File: src/rtl/alu_arbiter_pkg.sv
// Shared definitions for the alu arbiter: default widths, FSM encoding,
// alu function codes and band flag positions.
package alu_arbiter_pkg;

    localparam int DEF_DATA_W = 8;
    localparam int DEF_FUN_W  = 3;
    localparam int DEF_BAND_W = 3;

    typedef enum logic [1:0] {
        ST_IDLE = 2'd0,
        ST_EXEC = 2'd1,
        ST_RESP = 2'd2
    } state_e;

    // Function codes understood by the alu and issued by the control unit.
    localparam logic [DEF_FUN_W-1:0] FUN_ADD = 3'b000;
    localparam logic [DEF_FUN_W-1:0] FUN_SUB = 3'b001;
    localparam logic [DEF_FUN_W-1:0] FUN_AND = 3'b010;
    localparam logic [DEF_FUN_W-1:0] FUN_OR  = 3'b011;
    localparam logic [DEF_FUN_W-1:0] FUN_XOR = 3'b100;
    localparam logic [DEF_FUN_W-1:0] FUN_NOT = 3'b101;
    localparam logic [DEF_FUN_W-1:0] FUN_SHL = 3'b110;
    localparam logic [DEF_FUN_W-1:0] FUN_SHR = 3'b111;

    // Bit positions inside band: {carry/borrow, zero, negative}.
    localparam int BAND_C = 2;
    localparam int BAND_Z = 1;
    localparam int BAND_N = 0;

    localparam logic [15:0] OP_CNT_MAX = 16'hFFFF;

endpackage

File: src/rtl/alu_arbiter_rr_pick.sv
// Combinational round-robin selector: lowest requester at or above ptr,
// otherwise wraps to the lowest requester below ptr.
module alu_arbiter_rr_pick #(
    parameter int N_REQ = 2,
    parameter int PTR_W = 1
) (
    input  logic [N_REQ-1:0] req,
    input  logic [PTR_W-1:0] ptr,
    output logic [PTR_W-1:0] gnt_id,
    output logic             any
);

    logic [PTR_W-1:0] gnt_hi;
    logic [PTR_W-1:0] gnt_lo;
    logic             found_hi;

    always_comb begin
        // NOTE: every output of a combinational block gets a default first so no latch is inferred.
        gnt_hi   = '0;
        gnt_lo   = '0;
        found_hi = 1'b0;
        // Descending scan: the last hit written is the lowest index.
        for (int i = N_REQ - 1; i >= 0; i--) begin
            if (req[i]) begin
                gnt_lo = PTR_W'(i);
                if (i >= int'(ptr)) begin
                    gnt_hi   = PTR_W'(i);
                    found_hi = 1'b1;
                end
            end
        end
        gnt_id = found_hi ? gnt_hi : gnt_lo;
        any    = |req;
    end

endmodule

File: src/rtl/alu_arbiter.sv
// Round-robin front end sharing one combinational alu between N_REQ requesters:
// latch operands, let the alu settle for a cycle, register and return the result.
module alu_arbiter
    import alu_arbiter_pkg::*;
#(
    parameter int N_REQ  = 2,
    parameter int DATA_W = DEF_DATA_W,
    parameter int FUN_W  = DEF_FUN_W,
    parameter int BAND_W = DEF_BAND_W
) (
    input  logic                      clk,
    input  logic                      rst,
    input  logic [N_REQ-1:0]          req,
    input  logic [N_REQ*FUN_W-1:0]    fun_in,
    input  logic [N_REQ*DATA_W-1:0]   rx_in,
    input  logic [N_REQ*DATA_W-1:0]   ry_in,
    output logic [N_REQ-1:0]          ack,
    output logic [DATA_W-1:0]         result_out,
    output logic [BAND_W-1:0]         band_out,
    output logic                      busy,
    output logic [FUN_W-1:0]          alu_fun,
    output logic [DATA_W-1:0]         alu_rx,
    output logic [DATA_W-1:0]         alu_ry,
    input  logic [DATA_W-1:0]         alu_result,
    input  logic [BAND_W-1:0]         alu_band,
    output logic [15:0]               op_count
);

    localparam int PTR_W = $clog2(N_REQ);

    state_e             state_q, state_d;
    logic [PTR_W-1:0]   ptr_q, ptr_d;
    logic [PTR_W-1:0]   gnt_q, gnt_d;
    logic [FUN_W-1:0]   fun_q, fun_d;
    logic [DATA_W-1:0]  rx_q, rx_d;
    logic [DATA_W-1:0]  ry_q, ry_d;
    logic [N_REQ-1:0]   ack_q, ack_d;
    logic [DATA_W-1:0]  result_q, result_d;
    logic [BAND_W-1:0]  band_q, band_d;
    logic [15:0]        op_count_q, op_count_d;

    logic [PTR_W-1:0]   pick_id;
    logic               pick_any;

    alu_arbiter_rr_pick #(
        .N_REQ (N_REQ),
        .PTR_W (PTR_W)
    ) u_rr_pick (
        .req    (req),
        .ptr    (ptr_q),
        .gnt_id (pick_id),
        .any    (pick_any)
    );

    always_comb begin
        state_d    = state_q;
        ptr_d      = ptr_q;
        gnt_d      = gnt_q;
        fun_d      = fun_q;
        rx_d       = rx_q;
        ry_d       = ry_q;
        ack_d      = '0;
        result_d   = result_q;
        band_d     = band_q;
        op_count_d = op_count_q;

        case (state_q)
            ST_IDLE: begin
                if (pick_any) begin
                    gnt_d   = pick_id;
                    fun_d   = fun_in[int'(pick_id)*FUN_W +: FUN_W];
                    rx_d    = rx_in[int'(pick_id)*DATA_W +: DATA_W];
                    ry_d    = ry_in[int'(pick_id)*DATA_W +: DATA_W];
                    state_d = ST_EXEC;
                end
            end
            ST_EXEC: begin
                result_d       = alu_result;
                band_d         = alu_band;
                ack_d[gnt_q]   = 1'b1;
                state_d        = ST_RESP;
            end
            ST_RESP: begin
                ptr_d      = (gnt_q == PTR_W'(N_REQ - 1)) ? '0 : gnt_q + PTR_W'(1);
                op_count_d = (op_count_q != OP_CNT_MAX) ? op_count_q + 16'd1 : op_count_q;
                state_d    = ST_IDLE;
            end
            default: state_d = ST_IDLE;
        endcase
    end

    // NOTE: sequential state uses non-blocking assignments so every flop samples pre-edge values.
    always_ff @(posedge clk or posedge rst) begin
        if (rst) begin
            // NOTE: operand latches are reset too, so the alu sees all-zero inputs after reset.
            state_q    <= ST_IDLE;
            ptr_q      <= '0;
            gnt_q      <= '0;
            fun_q      <= '0;
            rx_q       <= '0;
            ry_q       <= '0;
            ack_q      <= '0;
            result_q   <= '0;
            band_q     <= '0;
            op_count_q <= '0;
        end else begin
            state_q    <= state_d;
            ptr_q      <= ptr_d;
            gnt_q      <= gnt_d;
            fun_q      <= fun_d;
            rx_q       <= rx_d;
            ry_q       <= ry_d;
            ack_q      <= ack_d;
            result_q   <= result_d;
            band_q     <= band_d;
            op_count_q <= op_count_d;
        end
    end

    assign ack        = ack_q;
    assign result_out = result_q;
    assign band_out   = band_q;
    assign busy       = (state_q != ST_IDLE);
    assign alu_fun    = fun_q;
    assign alu_rx     = rx_q;
    assign alu_ry     = ry_q;
    assign op_count   = op_count_q;

endmodule

File: config.mk
export PLATFORM = sky130hd
export DESIGN_NAME = alu_arbiter
export DESIGN_NICKNAME = d
export VERILOG_FILES = /design/src/rtl/alu_arbiter_pkg.sv /design/src/rtl/alu_arbiter_rr_pick.sv /design/src/rtl/alu_arbiter.sv
export SDC_FILE = /design/constraint.sdc
export NUM_CORES = 1
export LEC_CHECK = 0
export BUFFER_PORTS_ARGS = -buffer_cell sky130_fd_sc_hd__buf_2
export CORE_UTILIZATION = 35
export DETAILED_ROUTE_END_ITERATION = 6
export GPL_TIMING_DRIVEN = 0
export PLACE_DENSITY = 0.69
export REMOVE_ABC_BUFFERS = 1
export SLEW_MARGIN = 20
export SYNTH_ARGS = -nofsm -noshare
export SYNTH_HDL_FRONTEND = slang
export SYNTH_SLANG_ARGS = --single-unit
File: constraint.sdc
create_clock -name clk -period 1.7 [get_ports clk]
set_input_delay 0.17 -clock clk [delete_from_list [all_inputs] [get_ports clk]]
set_output_delay 0.17 -clock clk [all_outputs]
set_load 0.02 [all_outputs]
==> impl_metrics.yaml <==
global_routing:
  grt-busiest-layer: "met2"
  use_met1_pct: 19.2
  grt_first_pass_wirelength_microns: 8500
  grt_pass1_vias: 1750
  global_route.usage.total_pct: 15.2
  grt_util_met2_pct: 25.3
  grt_max_degree: 33
  grtUsageMet3_pct: 4.15
  gr_ovfl_total: 0
  antenna_found_initial: 0
finish:
  layout.cell_area.non_filler_sq_um: 3120
  layout.cells.most_common: "sky130_fd_sc_hd__buf_2"
  fraction_of_layout_instances_using_a_drive_strength_above_1_pct: 45.3
  post_layout_nonfiller_instances: 388
  seqCellArea_sq_um: 1300
  multi_input_comb_area_sq_um: 1000
  fillerInstances: 617
  layout-area-overhead-vs-synth_pct: 33.2
  final_cell_mix: "101 x sky130_fd_sc_hd__buf_2, 51 x sky130_fd_sc_hd__dfrtp_1, 25 x sky130_fd_sc_hd__nor2_1"
  layout.nets: 365
  num_antenna_cells: 0
synth:
  ys_seq_elements: 52
  syn-instance-count: 203
  synth_enable_flop_cells: 0
  synth_seq_area_share_pct: 55.5
  netlist_area_sq_um: 2340
  syn-mean-instance-area_sq_um: 11.5
  postSynth.asyncResetShare_pct: 100
  ys_types: 34
  dominantRegCellSynth: "sky130_fd_sc_hd__dfrtp_1"
  synthesis.yosys.warnings: 0
sta:
  headroom_to_the_max_slew_limit_pct: 57.6
  layout_worst_path_cycle_share_pct: 95.7
  hold_viol: 0
  timing_max_transition_violations_final: 0
  report.final.setup_viol: 0
  fin_worst_skew_ps: 12.8
  min_period_ps: 1630
  max_clock_freq_mhz: 615
  worst_slew_pin_slew_ps: 636
worst_setup_path:
  worst-endpoint-required_ps: 1900
  worst_setup_ep_type: "register"
  worst-path-max-fanout: 4
  cp-start-kind: "register"
  critPathSlowestCell: "sky130_fd_sc_hd__dfrtp_2"
  critical_path_arrival_ps: 1820
  ff2ff_setup_slack_ps: 70
  cp_slowest_stage_delay_ps: 450
  cp_cell_instances: "ha_2 -> and3_1 -> and4_4 -> nor2_2 -> mux2_4"
  cp_class: "reg -> reg"
clock_tree:
  tritoncts: "yes"
  cts_max_level: 2
  clock_latency_late_sink_ps: 310
  clk_pin_slew_worst_paths_ps: 100
  clockBufferDepth: 2
  clock_tree_root: "sky130_fd_sc_hd__clkbuf_8"
  tritoncts.num_buffers: 5
  tritoncts_num_sinks: 52
die:
  dieHeight_microns: 83.8
  design.core.area_sq_um: 6420
  std_cell_rows: 29
  initial_core_utilization_pct: 36.5
  die_width_microns: 83.8
  io_pins: 102
  die_area_sq_um: 7030
run:
  max_cap_violations: 0
placement:
  placed_area_sq_um: 2990
  portBuffers: 101
  place.detailed.hpwl_microns: 3700
  gpl.final_weighted_congestion: 0.769
  placedCellCount: 376
route:
  route.final.wire_length_microns: 5070
  drcViolationCount: 6
  via_per_inst: 4.86
  first_pass_iters: 6
  detailedRoute.firstIterationViolations: 107
  ant_nets: 0
  route.vias.total: 1887
  wl_per_cell_microns: 13.1
worst_hold_path:
  hold_class: "in -> reg"
status:
  outcome: "complete, but fails checks"
  violations_in_the_final_reports: "design-rule violations"
power_and_ir_drop:
  ir_drop_mv: 0.726
  cellPowerDensity_nw_per_um2: 1600
  power.leakage_nw: 1.62
## synthesized netlist by cell type, types with 2 or more instances
master / instances / area [sq um]
sky130_fd_sc_hd__nand3_1: 4 / 20.0
sky130_fd_sc_hd__mux2_2: 11 / 124
sky130_fd_sc_hd__nand2b_1: 3 / 18.8
sky130_fd_sc_hd__buf_2: 7 / 35.0
sky130_fd_sc_hd__mux2i_1: 20 / 200
sky130_fd_sc_hd__dfrtp_1: 52 / 1300
sky130_fd_sc_hd__and4_1: 3 / 26.3
sky130_fd_sc_hd__xor2_1: 6 / 52.6
sky130_fd_sc_hd__inv_1: 6 / 22.5
sky130_fd_sc_hd__nand2_1: 7 / 26.3
sky130_fd_sc_hd__and3_1: 3 / 18.8
sky130_fd_sc_hd__o21ai_0: 2 / 10.0
sky130_fd_sc_hd__a31oi_1: 2 / 12.5
sky130_fd_sc_hd__xnor2_1: 2 / 17.5
sky130_fd_sc_hd__nor2_1: 26 / 97.6
sky130_fd_sc_hd__nand4_1: 4 / 25.0
sky130_fd_sc_hd__mux2_1: 3 / 33.8
sky130_fd_sc_hd__nor3_1: 3 / 15.0
sky130_fd_sc_hd__a21oi_1: 24 / 120
## per-stage QoR
step           total power, W  TNS (ps)  setup WS [ps]  hold slack, ps  util, %
2_1_floorplan         0.00345    -13320           -666             321        -
3_3_place_gp          0.00414    -46440          -1180             403     45.1
3_5_place_dp          0.00432     -42.5          -33.1             218     46.6
4_1_cts               0.00501         0           8.52            80.8     48.0
5_1_grt               0.00534     -4.88          -4.88            73.8     48.6
6_report              0.00500         0           73.6            84.1     48.6
## flip-flops by register name, summed over array words and instances (netlist names)
signal / flops
alu_rx: 8
alu_fun: 3
alu_ry: 8
ptr_q: 1
result_out: 8
ack: 2
state_q: 2
gnt_q: 1
op_count: 16
band_out: 3
## layer usage
| metal | share of wire, % | vias up |
|---|---|---|
| met5 | 0 | - |
| met4 | 1.2 | 0 |
| met3 | 5.4 | 6 |
| met2 | 50 | 64 |
| met1 | 44 | 892 |
| li1 | - | 925 |
## where the power goes
group | switching, W | internal (W) | total (W)
sequential | 0.000309 | 0.00173 | 0.00203
clock | 0.000396 | 0.000281 | 0.000677
combinational | 0.00134 | 0.000942 | 0.00229
total | 0.00205 | 0.00295 | 0.00500
## path summary, 6_finish.rpt
check / start / end / cells past startpoint
max in group asynchronous: rst / op_count[0]$_DFFE_PP0P_ / 4
hold / removal: alu_result[6] / result_out[6]$_DFFE_PP0N_ / 2
setup / recovery: op_count[0]$_DFFE_PP0P_ / op_count[1]$_DFFE_PP0P_ / 5
min in group asynchronous: rst / band_out[2]$_DFFE_PP0N_ / 3
hold reg to reg: gnt_q$_DFFE_PP0P_ / ack[0]$_DFF_PP0_ / 1
setup reg to reg: op_count[0]$_DFFE_PP0P_ / op_count[1]$_DFFE_PP0P_ / 5
## layout make-up
type | count | share of cell area, %
timing repair buffer | 109 | 19.9
inverter | 6 | 0.722
clock inverter | 1 | 0.160
multi-input combinational | 137 | 32.1
clock buffer | 6 | 2.33
sequential | 52 | 41.7
tap | 77 | 3.09
## worst max-delay path, delay by kind of cell, from the launching register on
kind,cells,cell delay [ps]
and+or+nand+nor,3,530
DFF,1,450
adders and majority gates,1,220
muxes,1,310
## repair_timing
item | 4_1_cts | 5_1_grt
resized for setup | 3 | 3
buffers inserted | 0 | 4
hold buffers | 1 | 0
endpoints found under the hold margin | 20 | 0
pin swaps | 0 | 2
endpoints found under the setup margin | 2 | 4
## logic make-up after synthesis
| group | Yosys count | synth area share, % |
|---|---|---|
| AO/OA/AOI/OAI | 31 | 6.89 |
| XOR/XNOR | 8 | 2.99 |
| adder cells (fa/ha/maj) | 1 | 0.534 |
| buffers and inverters | 14 | 2.94 |
| flip-flops | 52 | 55.5 |
| multiplexers | 35 | 15.9 |
| AND/OR/NAND/NOR | 62 | 15.2 |
Note: power is estimated with default switching activity, not from simulation.
